## config.mk

```make
export PLATFORM = sky130hd
export DESIGN_NAME = hv_pwm_chn_sched
export DESIGN_NICKNAME = d
export VERILOG_FILES = /design/src/rtl/hv_pwm_chn_sched.sv
export SDC_FILE = /design/constraint.sdc
export NUM_CORES = 1
export LEC_CHECK = 0
export ABC_CLOCK_PERIOD_IN_PS = 2750
export BUFFER_PORTS_ARGS = -buffer_cell sky130_fd_sc_hd__buf_4
export CAP_MARGIN = 20
export CORE_UTILIZATION = 40
export DETAILED_ROUTE_END_ITERATION = 16
export PLACE_DENSITY = 0.61
export SKIP_CTS_REPAIR_TIMING = 1
export SLEW_MARGIN = 15
export SYNTH_ARGS = -nofsm -noshare
export SYNTH_HDL_FRONTEND = slang
export SYNTH_SLANG_ARGS = --single-unit
```

## constraint.sdc

```tcl
create_clock -name i_clk -period 2.75 [get_ports i_clk]
set_input_delay 0.55 -clock i_clk [delete_from_list [all_inputs] [get_ports i_clk]]
set_output_delay 0.55 -clock i_clk [all_outputs]
set_load 0.005 [all_outputs]
```

## src/rtl/hv_pwm_chn_sched.sv

```systemverilog
// hv_pwm_chn_sched
// Round-robin scheduler that hands PWM bursts from several requesters to a
// single burst encoder, one burst at a time, with a guard gap between bursts
// and a watchdog on the encoder's completion pulse.
//
// Ports:
//   i_clk        clock
//   i_rst_n      synchronous active-low reset
//   i_req        per-source request level (REQ_NUM bits)
//   i_req_code   per-source code, source k at [k*CODE_W +: CODE_W]
//   o_ack        one-cycle pulse on bit k when source k's burst completed
//   o_enc_start  one-cycle start strobe to the encoder
//   o_enc_code   code of the burst currently being encoded
//   i_enc_done   one-cycle completion pulse from the encoder
//   o_busy       high in every state except IDLE
//   o_to_err     sticky encoder-timeout flag
//   i_err_clr    clears o_to_err (a simultaneous timeout wins)
module hv_pwm_chn_sched #(
  parameter int REQ_NUM = 3,
  parameter int CODE_W  = 2,
  parameter int GAP_CYC = 8,
  parameter int TO_CYC  = 64
) (
  input  logic                      i_clk,
  input  logic                      i_rst_n,
  input  logic [REQ_NUM-1:0]        i_req,
  input  logic [REQ_NUM*CODE_W-1:0] i_req_code,
  output logic [REQ_NUM-1:0]        o_ack,
  output logic                      o_enc_start,
  output logic [CODE_W-1:0]         o_enc_code,
  input  logic                      i_enc_done,
  output logic                      o_busy,
  output logic                      o_to_err,
  input  logic                      i_err_clr
);

  localparam int IDX_W = (REQ_NUM > 1) ? $clog2(REQ_NUM) : 1;
  localparam int TO_W  = $clog2(TO_CYC) + 1;
  localparam int GAP_W = $clog2(GAP_CYC + 1) + 1;

  localparam logic [TO_W-1:0]  TO_LAST  = TO_W'(TO_CYC - 1);
  localparam logic [GAP_W-1:0] GAP_LAST = GAP_W'((GAP_CYC > 0) ? GAP_CYC - 1 : 0);
  localparam logic [IDX_W-1:0] IDX_LAST = IDX_W'(REQ_NUM - 1);

  typedef enum logic [1:0] {IDLE, START, WAIT, GAP} state_t;

  state_t             state;
  logic [IDX_W-1:0]   rr_ptr;
  logic [IDX_W-1:0]   grant_idx;
  logic [TO_W-1:0]    to_cnt;
  logic [GAP_W-1:0]   gap_cnt;

  logic [CODE_W-1:0]  codes [REQ_NUM];
  logic               win_found;
  logic [IDX_W-1:0]   win_idx;
  logic [IDX_W-1:0]   next_ptr;

  for (genvar g = 0; g < REQ_NUM; g++) begin : g_codes
    assign codes[g] = i_req_code[g*CODE_W +: CODE_W];
  end

  // Round-robin search: start at rr_ptr, walk upward with wrap, first hit wins.
  always_comb begin
    int               k;
    logic [IDX_W-1:0] kk;
    win_found = 1'b0;
    win_idx   = '0;
    k         = 0;
    kk        = '0;
    for (int i = 0; i < REQ_NUM; i++) begin
      k  = (int'(rr_ptr) + i) % REQ_NUM;
      kk = IDX_W'(k);
      if (!win_found && i_req[kk]) begin
        win_found = 1'b1;
        win_idx   = kk;
      end
    end
  end

  always_comb begin
    next_ptr = (grant_idx == IDX_LAST) ? '0 : grant_idx + 1'b1;
  end

  always_ff @(posedge i_clk) begin
    if (!i_rst_n) begin
      state       <= IDLE;
      rr_ptr      <= '0;
      grant_idx   <= '0;
      to_cnt      <= '0;
      gap_cnt     <= '0;
      o_ack       <= '0;
      o_enc_start <= 1'b0;
      o_enc_code  <= '0;
      o_busy      <= 1'b0;
      o_to_err    <= 1'b0;
    end else begin
      o_ack       <= '0;
      o_enc_start <= 1'b0;
      // A timeout set later in this block overrides the clear.
      if (i_err_clr) o_to_err <= 1'b0;
      case (state)
        IDLE: begin
          if (win_found) begin
            state       <= START;
            grant_idx   <= win_idx;
            o_enc_code  <= codes[win_idx];
            o_enc_start <= 1'b1;
            o_busy      <= 1'b1;
          end
        end
        START: begin
          state  <= WAIT;
          to_cnt <= '0;
        end
        WAIT: begin
          // Done takes priority over a timeout landing in the same cycle.
          if (i_enc_done || (to_cnt == TO_LAST)) begin
            if (i_enc_done) o_ack[grant_idx] <= 1'b1;
            else            o_to_err         <= 1'b1;
            rr_ptr <= next_ptr;
            if (GAP_CYC == 0) begin
              state  <= IDLE;
              o_busy <= 1'b0;
            end else begin
              state   <= GAP;
              gap_cnt <= '0;
            end
          end else begin
            to_cnt <= to_cnt + 1'b1;
          end
        end
        GAP: begin
          if (gap_cnt == GAP_LAST) begin
            state   <= IDLE;
            gap_cnt <= '0;
            o_busy  <= 1'b0;
          end else begin
            gap_cnt <= gap_cnt + 1'b1;
          end
        end
        default: begin
          state  <= IDLE;
          o_busy <= 1'b0;
        end
      endcase
    end
  end

endmodule

```

==> out/metrics.cfg, run 1 <==
[run_status]
status=completed

[global_routing]
grt_pass1_vias=1216
grt_pass1_wl_mm=5.27
antenna_found_initial=0
track_usage_pct=15.8
grt_start_max_net_pins=26
grt-ovfl-total=0

[place]
routabilityCongestion=0.847
portBuffers=20
hpwl_mm=2.38

[clock_network]
clk_path_buf_depth=2
clock-sinks=26
cts_made_buffers=3
clockRootBuffer=clkbuf_8
cts_tree=built
clk_pin_slew_ns=0.09
htree_levels=1
insertion_delay_ns=0.27

[route]
wl_per_cell_um=13.0
drt_iter0_drc=59
viasPerCell=5.35
drt_pre_antenna_iters=4
ant_nets=0
drt-total-wl_mm=3.19
drc=0
vias=1310

[sta]
tns_ns=0
setup_viol=0
worst_pin_slew_ns=0.538
drv_slew=0
fmax_mhz=463
period_needed_ns=2.16
min_period_over_period_pct=78.5
holdWs_ns=0.480
hold_viol_final=0
rsz0062_at_grt=no
slew_headroom_pct=64.0
clock_skew_ns=0.00630

[synthesis]
postSynthAreaPerCell_um2=8.67
synth-async-reset-ratio_pct=0
synth_cell_types=48
yosys_warnings=0
synth_seq_area_share_pct=33.7
syn-num-nets=201
postSynthCellCount=178
syn_area_um2=1540
ys.flop_type=dfxtp_1
synth_edf_count=0
ys_ff_latch=26

[finish]
final_common_cell=dfxtp_1
final_cell_mix=dfxtp_1, buf_4, nand2_1
num_antenna_cells=0
syn_to_final_growth_pct=15.7
post_route_cells_drive_above_1_share_pct=17.8
num-nets-final=221

[floorplanning]
die_h_um=64.1
start_util_pct=41.8
core_um2=3690
rows=22
die_area_um2=4110
ios=21
die_x_um=64.1

[min_path]
holdCritStartpoint=o_enc_code[0]
hold_end=o_enc_code[0]
holdPathStages=2
min-delay-path-class=flop to flop

[setup_path]
cp-start-kind=flop
cp.arrival_ns=2.32
r2r_slack_ns=0.59
required_ns=2.91
reg2regPathDepth=8
path_class=flop to flop
crit_path_end_kind=flop
r2r_start=rr_ptr[0]
cp_max_fo=9
r2r-end=o_enc_code[1]

[job]
maxCapViolations=0

[power]
p_leak_nw=0.711
pwr_density_cell_nw_per_um2=691
ir_drop_mv=0.239

## metrics by stage
| step | total power [mW] | area (um2) | instances | util [%] | worst slack [ns] |
|---|---|---|---|---|---|
| 4_1_cts | 1.25 | 1780 | 245 | 48.4 | 0.571 |
| 3_5_place_dp | 0.924 | 1710 | 241 | 46.4 | 0.590 |
| 5_1_grt | 1.32 | 1780 | 245 | 48.4 | 0.392 |
| 2_1_floorplan | 0.797 | 1540 | 178 | - | 0.749 |
| 3_3_place_gp | 0.906 | 1710 | 241 | 46.4 | 0.682 |
| 6_report | 1.23 | 1780 | 245 | 48.4 | 0.590 |
## critical path, stage by stage, from the launching register on
cell	delay [ns]
dfxtp_1	0.39
inv_1	0.08
ha_1	0.41
or2_0	0.27
o311ai_2	0.25
o2bb2ai_2	0.12
mux2_1	0.32
mux2i_1	0.14
o21ai_1	0.08
## worst max path at each step
stage	startpoint	end	slack (ns)	depth (start not counted)
6_report	rr_ptr[0]	o_enc_code[1]	0.59	8
5_1_grt	rr_ptr[0]	o_enc_code[1]	0.39	8
4_1_cts	rr_ptr[0]	o_enc_code[1]	0.57	8
3_5_place_dp	rr_ptr[0]	o_enc_code[1]	0.59	8
3_3_place_gp	rr_ptr[0]	o_enc_code[1]	0.68	8
2_1_floorplan	rr_ptr[0]	o_enc_code[0]	0.75	9
## report_power, final
| group | internal (mW) | switching [mW] | total (mW) |
|---|---|---|---|
| clock network | 0.195 | 0.124 | 0.319 |
| registers | 0.432 | 0.0448 | 0.477 |
| logic | 0.193 | 0.244 | 0.437 |
## layer usage
metal	up-vias	global-route usage [%]	wire [um]	share of wire (%)
li1	676	-	-	-
met3	0	2.14	73	2.3
met5	-	0	0	0
met4	0	2.50	0	0
met2	16	28.7	1620	51
met1	618	20.0	1500	47
## Yosys cell counts, drive strengths merged, types with 2 or more instances
cell / count / area share [%]
ha: 10 / 8.1
a31oi: 2 / 0.81
nor3: 5 / 1.9
nand3: 14 / 4.5
mux2i: 8 / 5.7
nand2b: 5 / 2.0
o211ai: 2 / 0.97
a21boi: 2 / 0.97
dfxtp: 26 / 34
o21ai: 15 / 5.1
nor2b: 8 / 3.4
a211oi: 2 / 1.3
nor2: 11 / 2.7
inv: 11 / 2.7
buf: 5 / 2.6
nand2: 15 / 3.6
and2: 5 / 2.0
nand3b: 3 / 1.5
a21oi: 5 / 1.6
o31ai: 2 / 0.97
mux2: 4 / 2.9
## logic make-up after synthesis
kind of cell / count (synthesis) / synth area share [%]
and+or+nand+nor: 72 / 24.9
AOI/OAI and AO/OA: 41 / 18.8
DFF: 26 / 33.7
buffers and inverters: 16 / 5.27
muxes: 12 / 8.60
adders and majority gates: 10 / 8.11
xor gates and xnor gates: 1 / 0.568
## registers in the layout, indices dropped and copies added (netlist names), 2 cells and up
| signal | cells |
|---|---|
| rr_ptr | 2 |
| to_cnt | 7 |
| state | 2 |
| o_ack | 3 |
| o_enc_code | 2 |
| gap_cnt | 5 |
| grant_idx | 2 |
## area by class of cell
| class | instances | area [um2] |
|---|---|---|
| well taps | 48 | 60.1 |
| clock buffers | 3 | 41.3 |
| inverters | 11 | 41.3 |
| clock inverters | 1 | 30.0 |
| flip-flops and latches | 26 | 520 |
| multi-input cells | 136 | 941 |
| repair buffers | 20 | 150 |
| fillers | 366 | 1900 |
Power figures use the tool's default switching activity.
==> run 2, diff against run 1 <==
--- a/config.mk
+++ b/config.mk
@@ -5,12 +5,12 @@
 export SDC_FILE = /design/constraint.sdc
 export NUM_CORES = 1
 export LEC_CHECK = 0
-export ABC_CLOCK_PERIOD_IN_PS = 2750
+export ABC_CLOCK_PERIOD_IN_PS = 1900
 export BUFFER_PORTS_ARGS = -buffer_cell sky130_fd_sc_hd__buf_4
 export CAP_MARGIN = 20
 export CORE_UTILIZATION = 40
 export DETAILED_ROUTE_END_ITERATION = 16
-export PLACE_DENSITY = 0.61
+export PLACE_DENSITY = 0.63
 export SKIP_CTS_REPAIR_TIMING = 1
 export SLEW_MARGIN = 15
 export SYNTH_ARGS = -nofsm -noshare
==> constraint.sdc (replaced) <==
create_clock -name i_clk -period 1.9 [get_ports i_clk]
set_input_delay 0.38 -clock i_clk [delete_from_list [all_inputs] [get_ports i_clk]]
set_output_delay 0.38 -clock i_clk [all_outputs]
set_load 0.005 [all_outputs]
==> run 2 against run 1 <==
  * The flow now finishes with violations (negative setup slack)
  * Hold slack worse by 0.11 ns
  * Largest power group is now combinational logic
  * Sequential share of layout area is 2.2 points lower
  * Wire length is 2.7% higher
  * Global-route usage is 1.3 points higher
  * Clock power is 13% higher
  * Non-clock buffer count is 13 higher
  * Flip-flop and latch count stayed put
  * Utilization is 4.6 points higher
  * Die area stayed put
==> out/metrics.cfg, run 2 (synthesis gave the netlist of run 1 again) <==
[global_routing]
grt_start_max_net_pins=26  ; unchanged
antenna_found_initial=0  ; unchanged
grt_pass1_wl_mm=5.55  ; +5.4%
met2_usage_pct=28.9  ; +0.13 points
track_usage_pct=17.1  ; +1.3 points
globalRouteMet1Util_pct=21.6  ; +1.6 points
grt-ovfl-total=0  ; unchanged
grt-busiest-layer=met2
use_met3_pct=3.93  ; +1.8 points
grt_pass1_vias=1306  ; +7.4%

[route]
drt_pre_antenna_iters=4  ; unchanged
wl_per_cell_um=12.7  ; -2.4%
drt-total-wl_mm=3.27  ; +2.7%
viasPerCell=5.29  ; -1.1%
drt_iter0_drc=56  ; -5.1%
ant_nets=0  ; unchanged
vias=1364  ; +4.1%
drc=0  ; unchanged

[floorplanning]
die_x_um=64.1  ; unchanged
core_um2=3690  ; unchanged
ios=21  ; unchanged
start_util_pct=41.8  ; unchanged
die_area_um2=4110  ; unchanged
rows=22  ; unchanged
die_h_um=64.1  ; unchanged

[sta]
hold_viol_final=0  ; unchanged
setup_slack_ns=-0.0248  ; -0.615 ns
drv_slew=0  ; unchanged
setup_viol=2  ; +2
worst_pin_slew_ns=0.349  ; -0.189 ns
rsz0062_at_grt=yes
slew_headroom_pct=76.6  ; +13 points
fmax_mhz=520  ; +12%
min_period_over_period_pct=101  ; +23 points
clock_skew_ns=0.00537  ; -0.000928 ns
period_needed_ns=1.92  ; -0.235 ns

[place]
routabilityCongestion=0.765  ; -9.7%
portBuffers=20  ; unchanged
hpwl_mm=2.29  ; -4.1%
dpl_cell_area_um2=1790  ; +4.4%
place_worst_setup_slack_ns=-0.0842  ; -0.674 ns

[clock_network]
cts_made_buffers=3  ; unchanged
insertion_delay_ns=0.27  ; about the same
clockRootBuffer=clkbuf_8
clock-sinks=26  ; unchanged
clk_path_buf_depth=2  ; unchanged
htree_levels=1  ; unchanged
clk_pin_slew_ns=0.09  ; about the same
cts_tree=built

[setup_path]
cpPeakStageDelay_ns=0.40  ; about the same
crit_path_end_kind=flop
required_ns=2.07  ; -0.84 ns
path_delay_family=compound AO/OA/AOI/OAI gates
cp_num_buf_inv=1  ; unchanged
cpMaxStageDelayCell=dfxtp_4
cp_cell_sequence=inv_4, ha_4, or2_1, o311ai_2, o2bb2ai_2, mux2_4, mux2i_1, o21ai_1
path_class=flop to flop
cp_max_fo=4  ; -5
cp-start-kind=flop
cp.arrival_ns=2.10  ; -0.22 ns

[finish]
reg_top3=to_cnt x7, gap_cnt x5, o_ack x3
num_antenna_cells=0  ; unchanged
post_route_cells_drive_above_1_share_pct=29.5  ; +12 points
syn_to_final_growth_pct=26.8
final_cell_mix=buf_4, dfxtp_1, nand2_1
fin_area_um2=1960  ; +9.6%
num-nets-final=234  ; +5.9%
final_common_cell=buf_4
largest_reg_flops=7  ; unchanged
regMostFlops=to_cnt

[run_status]
failed_checks=negative setup slack
status=complete, but fails checks

[job]
maxCapViolations=0  ; unchanged

[power]
pwr_density_cell_nw_per_um2=932  ; +35%
p_leak_nw=0.793  ; +12%
ir_drop_mv=0.773  ; +220%

[min_path]
min-delay-path-class=primary input to flop

run 2: final timing paths:
kind	start	endpoint	slack, ns	cells after the start
worst max-delay path	rr_ptr[0]	o_enc_code[0]	-0.02	8
worst max register to register	rr_ptr[0]	o_enc_code[0]	-0.02	8
worst min-delay path	i_req_code[5]	o_enc_code[1]	0.37	3
worst min register to register	o_enc_code[1]	o_enc_code[1]	0.48	2
run 2: layout make-up:
class | instances | area (um2)
multi-input combinational | 136 | 1020
tap | 48 | 60.1
sequential | 26 | 528
inverter | 11 | 43.8
timing repair buffer | 33 | 248
fill | 360 | 1730
clock buffer | 4 | 55.1
run 2: worst register-to-register path, cell delays in order (launching register included):
cell and delay, ns:
dfxtp_4 0.40, inv_4 0.05, ha_4 0.25, or2_1 0.23
o311ai_2 0.26, o2bb2ai_2 0.13, mux2_4 0.30, mux2i_1 0.13
o21ai_1 0.08
run 2: metrics by stage:
stage,util [%],power [mW],setup TNS [ns],instances,hold slack (ns)
6_report,53.0,1.82,-0.0465,258,0.370
5_1_grt,53.0,1.95,-0.481,258,0.395
4_1_cts,50.0,1.75,-0.370,253,0.372
3_5_place_dp,48.5,1.38,-0.207,249,0.464
3_3_place_gp,48.5,1.36,-0.0135,249,0.460
2_1_floorplan,-,1.16,-0.00971,178,0.449
run 2: where the power goes:
part | total (mW) | internal, mW | switching (mW)
clock | 0.361 | 0.185 | 0.176
combinational | 0.765 | 0.376 | 0.389
sequential | 0.697 | 0.626 | 0.0714
run 2: per-layer routing:
metal	vias to the layer above	share of wire [%]
met2	42	47
li1	695	-
met3	4	3.9
met1	623	47
met5	-	0
met4	0	1.7
==> run 3, diff against run 2 <==
--- a/config.mk
+++ b/config.mk
@@ -5,7 +5,7 @@
 export SDC_FILE = /design/constraint.sdc
 export NUM_CORES = 1
 export LEC_CHECK = 0
-export ABC_CLOCK_PERIOD_IN_PS = 1900
+export ABC_CLOCK_PERIOD_IN_PS = 1600
 export BUFFER_PORTS_ARGS = -buffer_cell sky130_fd_sc_hd__buf_4
 export CAP_MARGIN = 20
 export CORE_UTILIZATION = 40
==> constraint.sdc (replaced) <==
create_clock -name i_clk -period 1.6 [get_ports i_clk]
set_input_delay 0.32 -clock i_clk [delete_from_list [all_inputs] [get_ports i_clk]]
set_output_delay 0.32 -clock i_clk [all_outputs]
set_load 0.005 [all_outputs]
==> run 3 against run 2 <==
  * The flow still finishes with violations (negative setup slack)
  * Flip-flop and latch count is the same
  * Non-clock buffer count grew 21
  * Maximum frequency grew 2.8%
  * Largest power group unchanged
  * Highest routed layer unchanged
==> out/metrics.cfg, run 3 (synthesis gave the netlist of run 1 again) <==
[global_routing]
grt-ovfl-total=0  ; unchanged
track_usage_pct=17.4  ; +0.30 points
grt_start_max_net_pins=26  ; unchanged
grt_pass1_vias=1334  ; +2.1%
antenna_found_initial=0  ; unchanged
grt_pass1_wl_mm=5.82  ; +4.7%

[clock_network]
insertion_delay_ns=0.27  ; about the same
clockRootBuffer=clkbuf_8
clock-sinks=26  ; unchanged
cts_made_buffers=3  ; unchanged
cts_tree=built
clk_pin_slew_ns=0.09  ; about the same
clk_path_buf_depth=2  ; unchanged
htree_levels=1  ; unchanged

[setup_path]
required_ns=1.77  ; -0.30 ns
crit_path_end_kind=flop
r2r_slack_ns=-0.27  ; -0.25 ns
crit_start=rr_ptr[0]
cp-start-kind=flop
r2r_start=rr_ptr[0]
cp_max_fo=4  ; unchanged
path_class=flop to flop
cp.arrival_ns=2.04  ; -0.06 ns

[finish]
largest_reg_flops=7  ; unchanged
fin_area_um2=2280  ; +17%
post_route_cells_drive_above_1_share_pct=43.7  ; +14 points
final_core_util_pct=61.8  ; +8.8 points
regMostFlops=to_cnt
reg_top3=to_cnt x7, gap_cnt x5, o_ack x3
stdcell_count=279  ; +8.1%
num-nets-final=255  ; +9.0%
syn_to_final_growth_pct=47.7
final_common_cell=buf_4
num_antenna_cells=0  ; unchanged
final_cell_mix=buf_4, dfxtp_1, nand2_1

[sta]
fmax_mhz=534  ; +2.8%
clock_skew_ns=0.00561  ; +0.000241 ns
setup_viol=10  ; +8
min_period_over_period_pct=117  ; +16 points
holdWs_ns=0.307  ; -0.0635 ns
hold_viol_final=0  ; unchanged
slew_headroom_pct=75.8  ; -0.85 points
tns_ns=-1.53  ; -1.48 ns
drv_slew=0  ; unchanged
rsz0062_at_grt=yes
setup_slack_ns=-0.272  ; -0.248 ns
worst_pin_slew_ns=0.358  ; +0.00976 ns
period_needed_ns=1.87  ; -0.0523 ns

[place]
dpl_cell_area_um2=1950  ; +9.0%
place_worst_setup_slack_ns=-0.372  ; -0.288 ns
hpwl_mm=2.57  ; +13%
portBuffers=20  ; unchanged
routabilityCongestion=0.849  ; +11%
placed_cells=267  ; +7.2%

[run_status]
failed_checks=negative setup slack
status=complete, but fails checks

[route]
drc=0  ; unchanged
viasPerCell=5.26  ; -0.48%
ant_nets=0  ; unchanged
drt_pre_antenna_iters=4  ; unchanged
drt_iter0_drc=76  ; +36%
wl_per_cell_um=13.3  ; +4.7%
vias=1468  ; +7.6%
drt-total-wl_mm=3.70  ; +13%

[floorplanning]
die_x_um=64.1  ; unchanged
rows=22  ; unchanged
start_util_pct=41.8  ; unchanged
die_area_um2=4110  ; unchanged
core_um2=3690  ; unchanged
die_h_um=64.1  ; unchanged
ios=21  ; unchanged

[power]
p_leak_nw=0.928  ; +17%
ir_drop_mv=0.854  ; +10%
finalPower_mw=2.49  ; +37%
pwr_density_cell_nw_per_um2=1090  ; +17%

[min_path]
holdCritStartpoint=i_req_code[4]
min-delay-path-class=primary input to flop

[job]
maxCapViolations=0  ; unchanged

run 3: cell count changes in the layout (fill, tap and decap cells not counted), sizes merged:
cell,delta
buf,+21
run 3: area by class of cell:
class / instances / area [um2]
inverter: 11 / 46.3
clock buffer: 4 / 66.3
multi-input combinational: 136 / 1140
sequential: 26 / 533
tap: 48 / 60.1
timing repair buffer: 54 / 428
fill: 306 / 1410
run 3: worst paths after layout:
check             endpoint  cells after the start
max          o_enc_code[1]                      8
max reg2reg  o_enc_code[1]                      8
min          o_enc_code[0]                      3
min reg2reg  o_enc_code[0]                      2
run 3: worst max-delay path, stage by stage, from the launching register on:
cell and delay [ns]:
dfxtp_4 0.39, inv_4 0.04, ha_4 0.22, or2_0 0.22
o311ai_2 0.26, o2bb2ai_2 0.13, mux2_4 0.30, mux2i_1 0.13
o21ai_1 0.07
run 3: where the power goes:
group	internal, mW	switching, mW	leakage, nW	total, mW
Clock	0.272	0.209	0.0339	0.480
Combinational	0.613	0.549	0.679	1.16
Sequential	0.749	0.101	0.215	0.851
Total	1.63	0.859	0.928	2.49
run 3: routing by layer:
| layer | part of all wire, % | vias to the layer above | GRT usage (%) |
|---|---|---|---|
| met1 | 45 | 704 | 21.4 |
| li1 | - | 745 | - |
| met2 | 52 | 17 | 32.2 |
| met5 | 0 | - | 0 |
| met3 | 2.5 | 2 | 3.93 |
| met4 | 0.11 | 0 | 0.833 |
